`config.mk`:
```
export PLATFORM = sky130hd
export DESIGN_NAME = folded_threshold_unit
export DESIGN_NICKNAME = d
export VERILOG_FILES = /design/src/rtl/folded_threshold_unit.sv
export SDC_FILE = /design/constraint.sdc
export NUM_CORES = 1
export LEC_CHECK = 0
export CORE_ASPECT_RATIO = 1.75
export CORE_MARGIN = 2
export CORE_UTILIZATION = 35
export CTS_BUF_LIST = sky130_fd_sc_hd__clkbuf_8
export CTS_CLUSTER_DIAMETER = 50
export DETAILED_ROUTE_END_ITERATION = 8
export HOLD_SLACK_MARGIN = 0.05
export PLACE_DENSITY_LB_ADDON = 0.15
export SLEW_MARGIN = 5
export SYNTH_ARGS = -nofsm -noshare
export SYNTH_HDL_FRONTEND = slang
export SYNTH_SLANG_ARGS = --single-unit
```
`constraint.sdc`:
```
create_clock -name clk -period 5.1 [get_ports clk]
set_input_delay 1.02 -clock clk [delete_from_list [all_inputs] [get_ports clk]]
set_output_delay 1.02 -clock clk [all_outputs]
set_load 0.01 [all_outputs]
```
`src/rtl/folded_threshold_unit.sv`:
```
// Folded threshold evaluator: popcounts an N-bit vector CHUNK bits per cycle and compares to a threshold.
// Optional early decision when the outcome is already known: define FOLDED_THRESHOLD_EARLY_EXIT_EN.
module folded_threshold_unit #(
  parameter int N = 39,
  parameter int CHUNK = 8,
  localparam int NSLICE = (N + CHUNK - 1) / CHUNK,
  localparam int CW = $clog2(N + 2)
) (
  input  logic          clk,
  input  logic          rst,
  input  logic          in_valid,
  output logic          in_ready,
  input  logic [N-1:0]  in_vec,
  input  logic [CW-1:0] thr,
  output logic          out_valid,
  input  logic          out_ready,
  output logic          y,
  output logic [CW-1:0] count
);

  // state | meaning
  // IDLE  | waiting for an input vector
  // ACCUM | adding one slice popcount per cycle
  // DONE  | result presented, waiting for consumer
  localparam logic [1:0] S_IDLE  = 2'd0;
  localparam logic [1:0] S_ACCUM = 2'd1;
  localparam logic [1:0] S_DONE  = 2'd2;

  localparam int PW = NSLICE * CHUNK;
  localparam logic [CW-1:0] CHUNK_W = CW'(CHUNK);
  localparam logic [CW-1:0] N_W     = CW'(N);

  logic [1:0]    state;
  logic [PW-1:0] vec_sh;
  logic [CW-1:0] thr_q;
  logic [CW-1:0] acc;
  logic [CW-1:0] rem;
  logic [CW-1:0] slice_pc;
  logic [CW-1:0] acc_new;
  logic [CW-1:0] rem_next;
  logic          last;
  logic          decide;

  // The vector is zero-extended and shifted down, so bits past N are always zero.
  always_comb begin
    slice_pc = '0;
    for (int i = 0; i < CHUNK; i++) begin
      slice_pc = slice_pc + CW'(vec_sh[i]);
    end
    acc_new  = acc + slice_pc;
    last     = (rem <= CHUNK_W);
    rem_next = last ? '0 : (rem - CHUNK_W);
`ifdef FOLDED_THRESHOLD_EARLY_EXIT_EN
    decide = last || (acc_new >= thr_q) || ((acc_new + rem_next) < thr_q);
`else
    decide = last;
`endif
  end

  always_ff @(posedge clk or posedge rst) begin
    if (rst) begin
      state  <= S_IDLE;
      vec_sh <= '0;
      thr_q  <= '0;
      acc    <= '0;
      rem    <= '0;
      count  <= '0;
      y      <= 1'b0;
    end else begin
      case (state)
        S_IDLE: begin
          if (in_valid) begin
            vec_sh <= PW'(in_vec);
            thr_q  <= thr;
            acc    <= '0;
            rem    <= N_W;
            state  <= S_ACCUM;
          end
        end
        S_ACCUM: begin
          acc    <= acc_new;
          rem    <= rem_next;
          vec_sh <= vec_sh >> CHUNK;
          if (decide) begin
            count <= acc_new;
            y     <= (acc_new >= thr_q);
            state <= S_DONE;
          end
        end
        S_DONE: begin
          if (out_ready) state <= S_IDLE;
        end
        default: state <= S_IDLE;
      endcase
    end
  end

  assign in_ready  = (state == S_IDLE) && !rst;
  assign out_valid = (state == S_DONE);

endmodule

```
== After elaboration in Yosys (flattened, before gate mapping) ==
Index checks and enable logic that the tools add are counted.
W data, S select, Z words.
Storage, ports and cells
  flip-flop bits (word level): 67
  input bits: 49
  output and inout port bits: 9
  logic and storage cells: 42
Cells by class
  $add $sub $neg: 9
  magnitude comparators: 2
  eq/ne operators: 5
  multiplexer cells: 11
  reductions and logical operators: 8
Operators with widths (count)
  $pmux W40 S2: 1
  $mux W40: 1
  $pmux W6 S2: 2
  $mux W6: 3
  $add A6 B1 Y6: 2
  $add A5 B1 Y6: 1
  $add A6 B6 Y6: 1
  $ge A6 B6 Y1: 1
  $le A6 B4 Y1 const B: 1
  $mux W2: 3
  $pmux W2 S3: 1
  $reduce_and A2 Y1: 3
  $sub A6 B4 Y6 const B: 1
  $add A4 B1 Y5: 1
  $add A3 B1 Y4: 1
  $ne A2 B2 Y1 const B: 2
  $add A2 B1 Y3: 1
  $reduce_and A3 Y1: 1
  $add A1 B1 Y2: 1
  $eq A2 B1 Y1 const B: 1
  $eq A2 B2 Y1 const B: 1
  $logic_not A2 Y1: 1
  $ne A2 B1 Y1 const B: 1
  $reduce_bool A2 Y1: 1
  2 further kinds: 2

== Depth between registers and ports, before layout ==
  depth in word-level cells: 9
  gate-level depth with buffers: 15
  mapped depth without buffers: 15

== Worst setup path after synthesis ==
No wires, ideal clock.
  path type: register -> register
  from: register vec_sh[0]
  to: register y
  setup time: 121 ps
  arrival: 3883 ps
  required time: 4979 ps
  path slack: 1096 ps
  stages on the path, launching flop included: 15
  buffers on the path: 0
  period minus slack after synthesis: 4004 ps
  cells stage by stage: dfrtp_1 > fa_1 > inv_1 > fa_1 > fa_1 > fa_1 > fa_1 > nor2b_1 > o21ai_0 > a21boi_0 > nor2_1 > ha_1 > a41oi_1 > o21ai_0 > o22a_1
On the way
  longest elaborated chain between the ends: 9
RTL lines
  from (decl): RTL line 34  | logic [PW-1:0] vec_sh;
  from (signal assigned): RTL line 73  | vec_sh <= PW'(in_vec);
  from (signal assigned): RTL line 83  | vec_sh <= vec_sh >> CHUNK;
  $add A1 B1 Y2: RTL line 48  | slice_pc = slice_pc + CW'(vec_sh[i]);
  $add A2 B1 Y3: RTL line 48
  $add A3 B1 Y4: RTL line 48
  $add A4 B1 Y5: RTL line 48
  $add A5 B1 Y6: RTL line 48
  $add A6 B1 Y6 (2 in a row): RTL line 48
  $add A6 B6 Y6: RTL line 50  | acc_new = acc + slice_pc;
  named net acc_new[4]: RTL line 39  | logic [CW-1:0] acc_new;
  $ge A6 B6 Y1: RTL line 86  | y <= (acc_new >= thr_q);
  to (signal assigned): RTL line 86
  to (decl): RTL line 17  | output logic y,
The timed path passes the listed nets, and every way through them passes these cells.
A chain may end at the register's enable or synchronous reset.

== Worst setup path after layout ==
Ends and elaborated chain as after synthesis.

==> flow_summary.yaml <==
clock_network:
  h-tree-depth: 3
  path_clk_slew_ns: 0.07
  clock_path_buffers: 2
  clock_latency_ns: 0.35
  holdBufCountCts: 0
  cts_buffers: 9
  clk_root_buffer_cell: "clkbuf_8"
  ctsResizeCount: 0
  cts_tree: "done"
  postCtsSetupBuffers: 0
  cts_sinks: 64
finish:
  area_growth_pct: 26.0
  seq_area_sq_um: 1600
  multi_input_area_sq_um: 1420
  stdcell_area_sq_um: 4050
  n_antenna_cell: 0
  fill_cells: 921
  final_cell_mix: "nand2_1 (94), dfrtp_1 (64), clkdlybuf4s50_1 (57), nor2_1 (34), o21ai_0 (29)"
  nNetsFinal: 481
  final_common_cell: "nand2_1"
  drive_above_1_share: 0.0549
timing:
  tns_ns: 0
  relSlewSlack: 0.217
  drv_slew: 0
  final.period_utilization: 0.850
  tightest_slew_ns: 1.17
  setup_viol: 0
  max_freq_mhz: 231
  rsz0062_at_grt: "no"
  fin_skew_ns: 0.00732
  hold_violations: 0
  fin_crit_ns: 4.34
worst_setup_path:
  cp_top_family: "adder cells"
  crit_top_cell: "fa_1"
  crit_path_max_fanout: 4
  worstPathArrival_ns: 4.58
  max_stage_delay_ns: 0.53
  slowest_stage: "fa_1"
  worst_setup_path_start_kind: "register"
  required_ns: 5.34
  critPathKind: "register to register"
  r2r_setup_slack_ns: 0.76
  crit_path_end_kind: "register"
  cp_num_buf_inv: 1
  path_cells: "fa_1, inv_1, fa_1, fa_1, fa_1, fa_1, nor2b_1, o21ai_0, a21boi_0, nor2_1, ha_1, a41oi_1, o21ai_0, o22a_1"
synth:
  synthCells: 364
  synth_cell_types: 36
  syn_avg_cell_area_sq_um: 8.84
  synth_area_leaders: "dfrtp_1 (50%), nand2_1 (11%), a31oi_1 (5.3%)"
  synth_top_cell_by_area: "dfrtp_1"
  synth_area_sq_um: 3220
  synth_warnings: 0
  ys_seq_elements: 64
  syn_nets: 431
  netlist.area_leader.share: 0.498
  ys_seq_area_frac: 0.498
grt:
  grt_pass1_wl_um: 13200
  grt_pass1_vias: 2697
  antenna_found_initial: 0
  grt_max_degree: 75
  grt.total_usage: 0.172
  overflow: 0
detailed_routing:
  vias: 2653
  wl_per_cell_um: 14.3
  routed_via_density: 4.92
  dr.pass1.iters: 4
  first_iter_violations: 97
  wl_um: 7730
  route.detailed.drc: 0
  ant_nets: 0
power_and_ir_drop:
  pwr_density_cell_nw_per_um2: 830
  irDropWorstVdd_mv: 0.353
  fin_total_pwr_w: 0.00336
  leakage_nw: 1.82
floorplan:
  die_h_um: 131
  initial_core_util: 0.358
  io_pins: 58
  die_area_sq_um: 10000
  fp.dieW_um: 76.5
  core_sq_um: 8980
  placement_rows: 46
placed_design:
  place.gp.congestion: 0.801
  dpl.hpwl_um: 5310
  dpl_cell_area_sq_um: 3850
  io_buffers: 57
flow_run:
  cap_violations: 0
hold_path:
  hp-class: "register to register"
run_status:
  status: "finished clean"
## worst register-to-register path, delay by kind of cell (launching register included)
family / cells / cell delay (ns)
adders and majority gates: 6 / 2.63
buffers and inverters: 1 / 0.05
AOI/OAI and AO/OA: 5 / 0.94
and+or+nand+nor: 2 / 0.22
DFF: 1 / 0.40
## Yosys cell counts
| master | n |
|---|---|
| buf_2 | 14 |
| nand2_1 | 94 |
| inv_1 | 23 |
| a211o_1 | 1 |
| nor3b_2 | 1 |
| ha_1 | 13 |
| o31ai_1 | 4 |
| a31oi_1 | 27 |
| nand4_1 | 2 |
| buf_6 | 2 |
| o21a_1 | 2 |
| nor3b_1 | 1 |
| a21oi_1 | 11 |
| o32ai_1 | 1 |
| o21ai_0 | 29 |
| a41oi_1 | 1 |
| a21boi_0 | 1 |
| dfrtp_1 | 64 |
| and3_1 | 1 |
| o2111ai_1 | 1 |
| nor2_1 | 34 |
| o21ba_2 | 1 |
| nand2b_1 | 3 |
| nand3_1 | 6 |
| nor3_1 | 2 |
| nand2_2 | 1 |
| clkbuf_1 | 4 |
| a211oi_2 | 1 |
| o22a_1 | 2 |
| a21o_1 | 1 |
| and2_1 | 1 |
| fa_1 | 5 |
| buf_4 | 1 |
| nor2b_1 | 3 |
| o21ai_1 | 4 |
| xor2_1 | 2 |
## metrics by stage
step / setup slack [ns] / util / cells / hold WS [ns]
2_1_floorplan: 1.10 / - / 364 / 0.450
3_3_place_gp: 0.972 / 0.429 / 523 / 0.464
3_5_place_dp: 0.852 / 0.429 / 523 / 0.465
4_1_cts: 0.826 / 0.451 / 539 / 0.471
5_1_grt: 0.514 / 0.451 / 539 / 0.515
6_report: 0.763 / 0.451 / 539 / 0.471
## power breakdown
group	switching (W)	leakage [nW]	internal, W	total, W
Sequential	0.000151	0.777	0.000778	0.000929
Clock	0.000203	0.112	0.000247	0.000450
Combinational	0.00118	0.936	0.000806	0.00198
Total	0.00153	1.82	0.00183	0.00336
## layout make-up
class	count	area share
timing repair buffer	60	0.146
clock buffer	11	0.0374
inverter	23	0.0213
clock inverter	5	0.0117
tap	120	0.0370
multi-input combinational	256	0.351
sequential	64	0.395
## cell families (layout without fill, tap and decap cells)
| family | count (synthesis) | in the layout | share of synthesized area |
|---|---|---|---|
| AND/OR/NAND/NOR | 149 | 149 | 0.189 |
| adder cells (fa/ha/maj) | 18 | 18 | 0.0817 |
| buffers and inverters | 44 | 99 | 0.0626 |
| XOR/XNOR | 2 | 2 | 0.00545 |
| AO/OA/AOI/OAI | 87 | 87 | 0.163 |
| flip-flops | 64 | 64 | 0.498 |
## final timing paths
path / from / end / cells past startpoint
min: vec_sh[12]$_DFFE_PP0P_ / vec_sh[4]$_DFFE_PP0P_ / 2
max in group asynchronous: rst / vec_sh[14]$_DFFE_PP0P_ / 3
min reg2reg: vec_sh[12]$_DFFE_PP0P_ / vec_sh[4]$_DFFE_PP0P_ / 2
max reg2reg: vec_sh[0]$_DFFE_PP0P_ / y$_DFFE_PP0P_ / 14
min in group asynchronous: rst / state[1]$_DFFE_PP0P_ / 2
max: vec_sh[0]$_DFFE_PP0P_ / y$_DFFE_PP0P_ / 14
## registers in the layout, summed over array words and instances (netlist names)
register and cells:
acc 6, thr_q 6, y 1, vec_sh 39, state 2, rem 4, count 6
## routing by layer
metal	vias to the layer above	track usage	wire length, um
li1	1313	-	-
met1	1257	0.200	3170
met2	65	0.301	4090
met3	18	0.0302	220
met4	0	0.0973	249
met5	-	0	0
No activity file was read; power rests on OpenSTA's default activity.
